<file path="src/rtl/brush_rect_queue.sv">
// brush_rect_queue: clamps pen points into brush rectangles, queues them in a FIFO and
// offers them one at a time to the display controller with a post-accept holdoff.
module brush_rect_queue #(
    parameter int NUM_COLS    = 240,
    parameter int NUM_ROWS    = 320,
    parameter int COLOR_WIDTH = 3,
    parameter int DEPTH       = 8,
    parameter int HOLDOFF     = 64,
    localparam int CW = $clog2(NUM_COLS),
    localparam int RW = $clog2(NUM_ROWS),
    localparam int PW = $clog2(DEPTH),
    localparam int NW = PW + 1,
    localparam int TW = $clog2(HOLDOFF + 1)
) (
    input  logic                   clk_in,
    input  logic                   rst_in,
    input  logic                   point_valid_in,
    input  logic [CW-1:0]          point_col_in,
    input  logic [RW-1:0]          point_row_in,
    input  logic [COLOR_WIDTH-1:0] color_in,
    input  logic [3:0]             radius_in,
    input  logic                   clear_in,
    input  logic                   ready_in,
    output logic                   valid_out,
    output logic [CW-1:0]          col1_out,
    output logic [CW-1:0]          col2_out,
    output logic [RW-1:0]          row1_out,
    output logic [RW-1:0]          row2_out,
    output logic [COLOR_WIDTH-1:0] color_out,
    output logic [NW-1:0]          count_out,
    output logic                   overflow_out
);
    localparam int RECT_W = 2 * CW + 2 * RW + COLOR_WIDTH;
    localparam int PT_W   = CW + RW + COLOR_WIDTH + 4;

    typedef enum logic [1:0] {IDLE, OFFER, WAIT} state_t;

    logic [CW:0]             col_w, col_r, col_sum;
    logic [RW:0]             row_w, row_r, row_sum;
    logic [CW-1:0]           col_lo, col_hi;
    logic [RW-1:0]           row_lo, row_hi;
    logic [PT_W-1:0]         pt, last_q;
    logic [RECT_W-1:0]       rect_d, s1_rect_q, out_q;
    logic [RECT_W-1:0]       mem_q [DEPTH];
    logic                    in_range, dup, accept, full, pop, push;
    logic                    s1_valid_q, last_valid_q, overflow_q;
    logic [PW-1:0]           wr_ptr_q, rd_ptr_q;
    logic [NW-1:0]           count_q;
    logic [TW-1:0]           timer_q;
    state_t                  state_q;

    // Clamp arithmetic runs one bit wider than the coordinate so col+r never wraps.
    always_comb begin
        col_w    = {1'b0, point_col_in};
        row_w    = {1'b0, point_row_in};
        col_r    = (CW+1)'(radius_in);
        row_r    = (RW+1)'(radius_in);
        col_sum  = col_w + col_r;
        row_sum  = row_w + row_r;
        col_lo   = col_w < col_r ? '0 : CW'(col_w - col_r);
        row_lo   = row_w < row_r ? '0 : RW'(row_w - row_r);
        col_hi   = col_sum > (CW+1)'(NUM_COLS - 1) ? CW'(NUM_COLS - 1) : col_sum[CW-1:0];
        row_hi   = row_sum > (RW+1)'(NUM_ROWS - 1) ? RW'(NUM_ROWS - 1) : row_sum[RW-1:0];
        rect_d   = {col_lo, col_hi, row_lo, row_hi, color_in};
        pt       = {point_col_in, point_row_in, color_in, radius_in};
        in_range = col_w < (CW+1)'(NUM_COLS) && row_w < (RW+1)'(NUM_ROWS);
        dup      = last_valid_q && pt == last_q;
        accept   = point_valid_in && in_range && !dup;
        full     = count_q == NW'(DEPTH);
        pop      = state_q == OFFER && ready_in;
        push     = s1_valid_q && (!full || pop);
    end

    always_ff @(posedge clk_in or negedge rst_in) begin
        if (!rst_in) begin
            s1_valid_q   <= 1'b0;
            s1_rect_q    <= '0;
            last_valid_q <= 1'b0;
            last_q       <= '0;
            wr_ptr_q     <= '0;
            rd_ptr_q     <= '0;
            count_q      <= '0;
            overflow_q   <= 1'b0;
        end else begin
            s1_valid_q <= accept;
            if (accept) begin
                s1_rect_q    <= rect_d;
                last_valid_q <= 1'b1;
                last_q       <= pt;
            end
            if (push) wr_ptr_q <= wr_ptr_q + PW'(1);
            if (pop) rd_ptr_q <= rd_ptr_q + PW'(1);
            count_q    <= count_q + NW'(push) - NW'(pop);
            overflow_q <= (s1_valid_q && !push) || (overflow_q && !clear_in);
        end
    end

    always_ff @(posedge clk_in) begin
        if (push) mem_q[wr_ptr_q] <= s1_rect_q;
    end

    // The head is latched on entry to OFFER so the buses stay stable while waiting.
    always_ff @(posedge clk_in or negedge rst_in) begin
        if (!rst_in) begin
            state_q <= IDLE;
            timer_q <= '0;
            out_q   <= '0;
        end else begin
            case (state_q)
                IDLE: if (count_q != '0) begin
                    state_q <= OFFER;
                    out_q   <= mem_q[rd_ptr_q];
                end
                OFFER: if (ready_in) begin
                    state_q <= WAIT;
                    timer_q <= TW'(HOLDOFF);
                end
                WAIT: begin
                    timer_q <= timer_q - TW'(1);
                    if (!ready_in || timer_q <= TW'(1)) state_q <= IDLE;
                end
                default: state_q <= IDLE;
            endcase
        end
    end

    assign valid_out    = state_q == OFFER;
    assign {col1_out, col2_out, row1_out, row2_out, color_out} = out_q;
    assign count_out    = count_q;
    assign overflow_out = overflow_q;
endmodule

</file>
<file path="config.mk">
export PLATFORM = sky130hd
export DESIGN_NAME = brush_rect_queue
export DESIGN_NICKNAME = d
export VERILOG_FILES = /design/src/rtl/brush_rect_queue.sv
export SDC_FILE = /design/constraint.sdc
export NUM_CORES = 1
export LEC_CHECK = 0
export ABC_AREA = 1
export CAP_MARGIN = 20
export CORE_ASPECT_RATIO = 1.25
export CORE_UTILIZATION = 45
export DETAILED_ROUTE_END_ITERATION = 7
export PLACE_DENSITY = 0.59
export SLEW_MARGIN = 20
export SYNTH_ARGS = -nofsm -noshare
export SYNTH_HDL_FRONTEND = slang
export SYNTH_SLANG_ARGS = --single-unit
</file>
<file path="constraint.sdc">
create_clock -name clk_in -period 7.3 [get_ports clk_in]
set_clock_uncertainty 0.05 [all_clocks]
set_input_delay 1.095 -clock clk_in [delete_from_list [all_inputs] [get_ports clk_in]]
set_output_delay 1.095 -clock clk_in [all_outputs]
set_load 0.05 [all_outputs]
</file>
# [Word-level counts from Yosys, hierarchy flattened]
# Memory sizes are Yosys's and may differ from the RTL's. A register that Yosys moved wholly into a read port is not among the register bits.
# Cells that the tools add are included.
# Widths: inputs -> output; s select.
[classes] addsub=9 magnitude_cmp=7 eq_ne=7 muxes=12 reduce_logical=23
[op_table] operator="$eq 24x24->1" n=1
[op_table] operator="$mux 9" n=2
[op_table] operator="$mux 8" n=2
[op_table] operator="$pmux 7 s2" n=1
[op_table] operator="$add 9x4->10" n=1
[op_table] operator="$gt 10x9->1 const B" n=1
[op_table] operator="$add 8x4->9" n=1
[op_table] operator="$gt 9x8->1 const B" n=1
[op_table] operator="$lt 9x4->1" n=1
[op_table] operator="$lt 9x9->1 const B" n=1
[op_table] operator="$sub 9x4->9" n=1
[op_table] operator="$logic_and 1x1->1" n=8
[op_table] operator="$lt 8x4->1" n=1
[op_table] operator="$lt 8x8->1 const B" n=1
[op_table] operator="$sub 8x4->8" n=1
[op_table] operator="$le 7x1->1 const B" n=1
[op_table] operator="$mux 7" n=1
[op_table] operator="$sub 7x1->7 const B" n=1
[op_table] operator="$add 3x1->3 const B" n=2
[op_table] operator="$logic_not 1->1" n=6
[op_table] operator="$mux 2" n=3
[op_table] operator="$ne 2x2->1 const B" n=3
[op_table] operator="$pmux 2 s3" n=1
[op_table] operator="$add 4x1->4" n=1
[op_table] operator="11 further kinds" n=15
[totals] register_bits=83 mem_bits_rw=296 out_inout_bits=43 word_cells=69 memories=1
[memory_table] name="mem_q" depth=8 word_bits=37 read_ports=1 rd_ports_with_merged_regs=1 write_ports=1 line_no="44" text="logic [RECT_W-1:0] mem_q [DEPTH];"

# [Longest topological paths before layout]
[logic_depth] word_depth=7 mapped_depth=14 ltp_nobuf=14

# [Least setup slack after synthesis]
# Ideal clock, no wire load.
[synth_timing] kind="reg2reg" startpoint="register state_q[1]" endpoint="memory mem_q[0][0] (netlist bit), enable pin" t_arrival_ps=3613 t_required_ps=6819 path_slack_ps=3206 path_stages_with_launch=7 path_buffers=0 period_less_slack_ps=4094 cell_sequence="dfrtp_1 -> nor2_1 -> nand2_1 -> nand3_1 -> nand2_1 -> or2_2 -> nor2_1"
[synth_between] elab_chain_cells=6
[synth_lines] element="from (decl)" line_no="50" text="state_t state_q;"
[synth_lines] element="from (signal assigned)" line_no="105" text="state_q <= IDLE;"
[synth_lines] element="from (signal assigned)" line_no="111" text="state_q <= OFFER;"
[synth_lines] element="from (signal assigned)" line_no="115" text="state_q <= WAIT;"
[synth_lines] element="$eq 2x1->1"
[synth_lines] element="via valid_out" line_no="24" text="output logic valid_out,"
[synth_lines] element="$logic_and 1x1->1" line_no="70" text="pop = state_q == OFFER && ready_in;"
[synth_lines] element="$logic_or 1x1->1" line_no="71" text="push = s1_valid_q && (!full || pop);"
[synth_lines] element="$logic_and 1x1->1" line_no="71"
[synth_lines] element="$mux 1" line_no="99" text="if (push) mem_q[wr_ptr_q] <= s1_rect_q;"
[synth_lines] element="$mux 1 (not written as such)" line_no="99"
[synth_lines] element="to (decl)" line_no="44"
# The timed path passes the listed nets, and every way through them passes these cells.

# [Final worst setup path]
[layout_timing] startpoint="input ready_in" endpoint="memory mem_q[5][10] (netlist bit), enable pin"
[layout_between] elab_chain_cells=5
[layout_lines] element="from (decl)" line_no="23" text="input logic ready_in,"
[layout_lines] element="$logic_and 1x1->1" line_no="70"
[layout_lines] element="$logic_or 1x1->1" line_no="71"
[layout_lines] element="$logic_and 1x1->1" line_no="71"
[layout_lines] element="$mux 1" line_no="99"
[layout_lines] element="$mux 1 (not written as such)" line_no="99"
# Every way passes these cells.

==> summary by stage <==
Finish
The share of cells above drive strength 1 is 0.0683. The diode insertion count for antenna repair is 0. Relative to the synthesized area, the layout overhead comes to 15.5%. The layout has 3293 filler cells. At the end of the flow the core is filled with cells to 0.533. The number of nets in the layout is 1667. The non-filler instance count after layout is 2127. The top cell types in the final layout, fill and taps aside, are 296 x sky130_fd_sc_hd__edfxtp_1, 289 x sky130_fd_sc_hd__nand2_1, 230 x sky130_fd_sc_hd__o21ai_0. Leaving out fill and tap cells, the most frequent cell in the layout is sky130_fd_sc_hd__edfxtp_1.

CTS
TritonCTS built the clock tree. The number of cells upsized or downsized after cts is 0. The post-CTS setup-driven buffer insertion count is 0. After clock tree synthesis, the clock-pin slew on the worst setup and hold paths is ~60 ps. CTS built an H-tree with a depth of 2. Counting every sink on the clock net gives 413. The hold-fix buffer count after cts is 0. The later-pin clock latency in the skew report is 550 ps. Buffers inserted during clock tree synthesis total 42.

The clock root buffer is sky130_fd_sc_hd__clkbuf_16. Counting along the longest clock path gives a buffer depth of 3.

Worst hold path
The startpoint identified for the worst hold timing path is out_q[23]$_DFFE_PN0P_. The tightest min-delay check is of the flop to flop type. The cell depth of the worst hold path is 2. The end point of the worst hold path is out_q[23]$_DFFE_PN0P_.

Pwr
The static leakage power is 7.71 nW. The total power per unit cell area is 407 mW/mm². The final total power is between 8 and 9 mW.

IR analysis of the VDD net gives a maximum drop of 0.188 mV.

Die
The overall die area is roughly 0.04 mm². The number of I/O pins is 72. The placeable core region is 0.0376 mm². The initial core utilization is 0.461.

Measured along the x axis, the die boundary spans ~180 µm. The number of rows in the core area is 79. In this run the vertical extent of the chip is 221 µm.

Global route
The first global-routing pass estimated 65.7 mm of wire. The largest net degree at the start of global routing is 99. Global routing finished with a remaining overflow of 0. The via count of the first global-routing pass is 11500. The number of antenna violations at the first check in global routing was 0.

In this run the most used layer during global routing was met2. The met1 global-route usage is 0.295. For met2 alone, demand over resource in global routing was 0.372.

For met3 alone, demand over resource in global routing was 0.0282. In the global route stage, overall resource usage came out at 0.221.

Place
Routability-driven placement finished with a final weighted congestion of 0.892. Buffers placed on the I/O ports in this run total 71. The final HPWL from detailed placement is 24.7 mm. The cell count after placement is 2049. The pre-CTS setup slack is 3320 ps.

Route
The first-pass iteration count of the detailed router is 5. After detailed routing, the number of remaining DRC violations is 0. For this block, the routed nets add up to approximately 42 mm of wire. The via total after detailed routing is 11600. Once detail routing completed, the nets flagged for antenna violations numbered 0.

The via count normalized by instance count is 5.45. The detailed-route wire length per cell is 19.9 µm. The DRC marker count from the first detailed-route iteration is around 830.

STA
The timing-limited maximum frequency is 292 MHz. The number of setup violations in the final report is 0. The post-route fraction of the period consumed by the critical path is 0.469. The worst path meets setup with 3870 ps of slack. The number of hold violations in the final report was 0. The transition time of the tightest slew-check pin is roughly 1000 ps. For the final routed database, the setup TNS stands at 0 ps. The worst relative slew slack is 0.332. The final max-slew violation count came to 0.

Setup repair after global routing left no endpoint under its margin. The smallest clock period supported by the final layout is computed as 3430 ps.

Worst setup path
The critical path is of the primary input to flop type. The kind of start point of the critical path is a primary input. For the worst setup path, the data required time is 7450 ps. The endpoint identified for the worst register-to-register timing path is out_q[1]$_DFFE_PN0P_. The critical path data arrival time is ~3600 ps. The maximum fanout encountered on the critical timing path is 20. The startpoint identified for the worst register-to-register timing path is rd_ptr_q[0]$_DFFE_PN0N_. The register-to-register setup slack is just over 4000 ps. The number of cells on the worst reg-to-reg path is 6. The category of the worst setup path capture point is a flop.

Logic synthesis
The synthesized area per cell is 11.1 µm². In this run, synthesis inferred 296 flip-flops with an integrated enable. The number of distinct library cell variants in the gate-level netlist after synthesis is 32. The yosys synthesis warning count is 0. Counting every instance in the synthesized netlist gives ~1600. The proportion of synthesized flip-flops having asynchronous set or reset is 0.283. The flip-flop and latch count after synthesis is 413. The post-synthesis instance area is about 0.017 mm². The number of nets handed over by synthesis was 1615. The post-synthesis sequential area ratio is 0.682. Among all flip-flop cells after synthesis, the most frequent one is sky130_fd_sc_hd__edfxtp_1.

Status
The flow ran to the end, and the final reports show no timing, DRC or antenna violations.

Job
Across the run, the number of max-cap violations was 0.
[worst max path at each step]
stage,from,endpoint,slack (ps),cells past startpoint
after floorplan,state_q[1]$_DFFE_PN0P_,mem_q[0][0]$_DFFE_PP_,3210,6
after global placement,point_col_in[4],s1_rect_q[5]$_DFFE_PN0P_,3400,8
after detailed placement,ready_in,mem_q[5][6]$_DFFE_PP_,3320,8
after CTS,ready_in,mem_q[5][0]$_DFFE_PP_,3900,8
after global routing,radius_in[1],s1_rect_q[4]$_DFFE_PN0P_,3640,12
final,ready_in,mem_q[5][10]$_DFFE_PP_,3870,8
[synthesized netlist by cell type, types with 2 or more instances]
| library cell | instances | share of area |
|---|---|---|
| sky130_fd_sc_hd__o21ai_1 | 10 | 0.0029 |
| sky130_fd_sc_hd__ha_1 | 26 | 0.019 |
| sky130_fd_sc_hd__dfrtp_1 | 117 | 0.17 |
| sky130_fd_sc_hd__o221ai_1 | 42 | 0.021 |
| sky130_fd_sc_hd__nand3_1 | 67 | 0.019 |
| sky130_fd_sc_hd__or2_2 | 6 | 0.0022 |
| sky130_fd_sc_hd__nor2_2 | 2 | 0.00072 |
| sky130_fd_sc_hd__fa_1 | 5 | 0.0058 |
| sky130_fd_sc_hd__edfxtp_1 | 296 | 0.51 |
| sky130_fd_sc_hd__a21oi_1 | 12 | 0.0035 |
| sky130_fd_sc_hd__buf_1 | 5 | 0.0011 |
| sky130_fd_sc_hd__xor2_1 | 13 | 0.0066 |
| sky130_fd_sc_hd__xnor2_1 | 4 | 0.0020 |
| sky130_fd_sc_hd__nor3_1 | 5 | 0.0014 |
| sky130_fd_sc_hd__buf_2 | 11 | 0.0032 |
| sky130_fd_sc_hd__clkinv_1 | 2 | 0.00043 |
| sky130_fd_sc_hd__clkbuf_1 | 56 | 0.012 |
| sky130_fd_sc_hd__nor2_1 | 213 | 0.046 |
| sky130_fd_sc_hd__nand4_1 | 8 | 0.0029 |
| sky130_fd_sc_hd__o22ai_1 | 34 | 0.012 |
| sky130_fd_sc_hd__nand2_1 | 290 | 0.063 |
| sky130_fd_sc_hd__o21ai_0 | 230 | 0.066 |
| sky130_fd_sc_hd__inv_1 | 84 | 0.018 |
| sky130_fd_sc_hd__buf_6 | 4 | 0.0026 |
| sky130_fd_sc_hd__inv_2 | 6 | 0.0013 |
[layer usage]
metal	wire, µm	part of all wire
met5	0	0
met2	21000	0.50
met3	1910	0.045
met4	1070	0.025
met1	18400	0.43
[flip-flops by register name, indices dropped and copies added (netlist names), 2 cells and up]
register	count
mem_q	296
out_q	37
s1_rect_q	34
last_q	24
timer_q	7
count_out	4
rd_ptr_q	3
wr_ptr_q	3
state_q	2
[cell type report]
type,instances,area (µm²),area share
Multi-Input combinational cell,973,4880,0.244
Sequential cell,413,11800,0.591
Clock buffer,62,1320,0.0662
Tap cell,486,608,0.0304
Clock inverter,16,206,0.0103
Timing Repair Buffer,85,817,0.0408
Inverter,92,348,0.0174
[worst max-delay path: stages]
cell and delay, ps:
sky130_fd_sc_hd__clkdlybuf4s50_1 520, sky130_fd_sc_hd__nand2_1 240, sky130_fd_sc_hd__nand3_1 170, sky130_fd_sc_hd__nand2_1 130
sky130_fd_sc_hd__inv_1 130, sky130_fd_sc_hd__nand2_1 230, sky130_fd_sc_hd__nor2_4 600, sky130_fd_sc_hd__buf_4 440
[through the flow]
stage / cell area (µm²) / hold WS (ps)
floorplan: 17300 / 390
global route: 20000 / 442
CTS: 20000 / 433
finish: 20000 / 427
detailed placement: 18500 / 416
global placement: 18500 / 410
[cell families after synthesis]
family                     after synthesis  share of synthesized area
and+or+nand+nor                        594                      0.137
DFF                                    413                      0.682
AOI/OAI and AO/OA                      331                      0.108
buffers and inverters                  169                     0.0394
adders and majority gates               31                     0.0246
xor gates and xnor gates                17                    0.00860
[where the power goes]
part | switching (mW) | internal (mW) | leakage, nW
logic | 1.71 | 0.751 | 2.83
registers | 0.388 | 2.97 | 4.12
clock network | 0.893 | 1.44 | 0.753
Note: power is estimated with default switching activity, not from simulation.
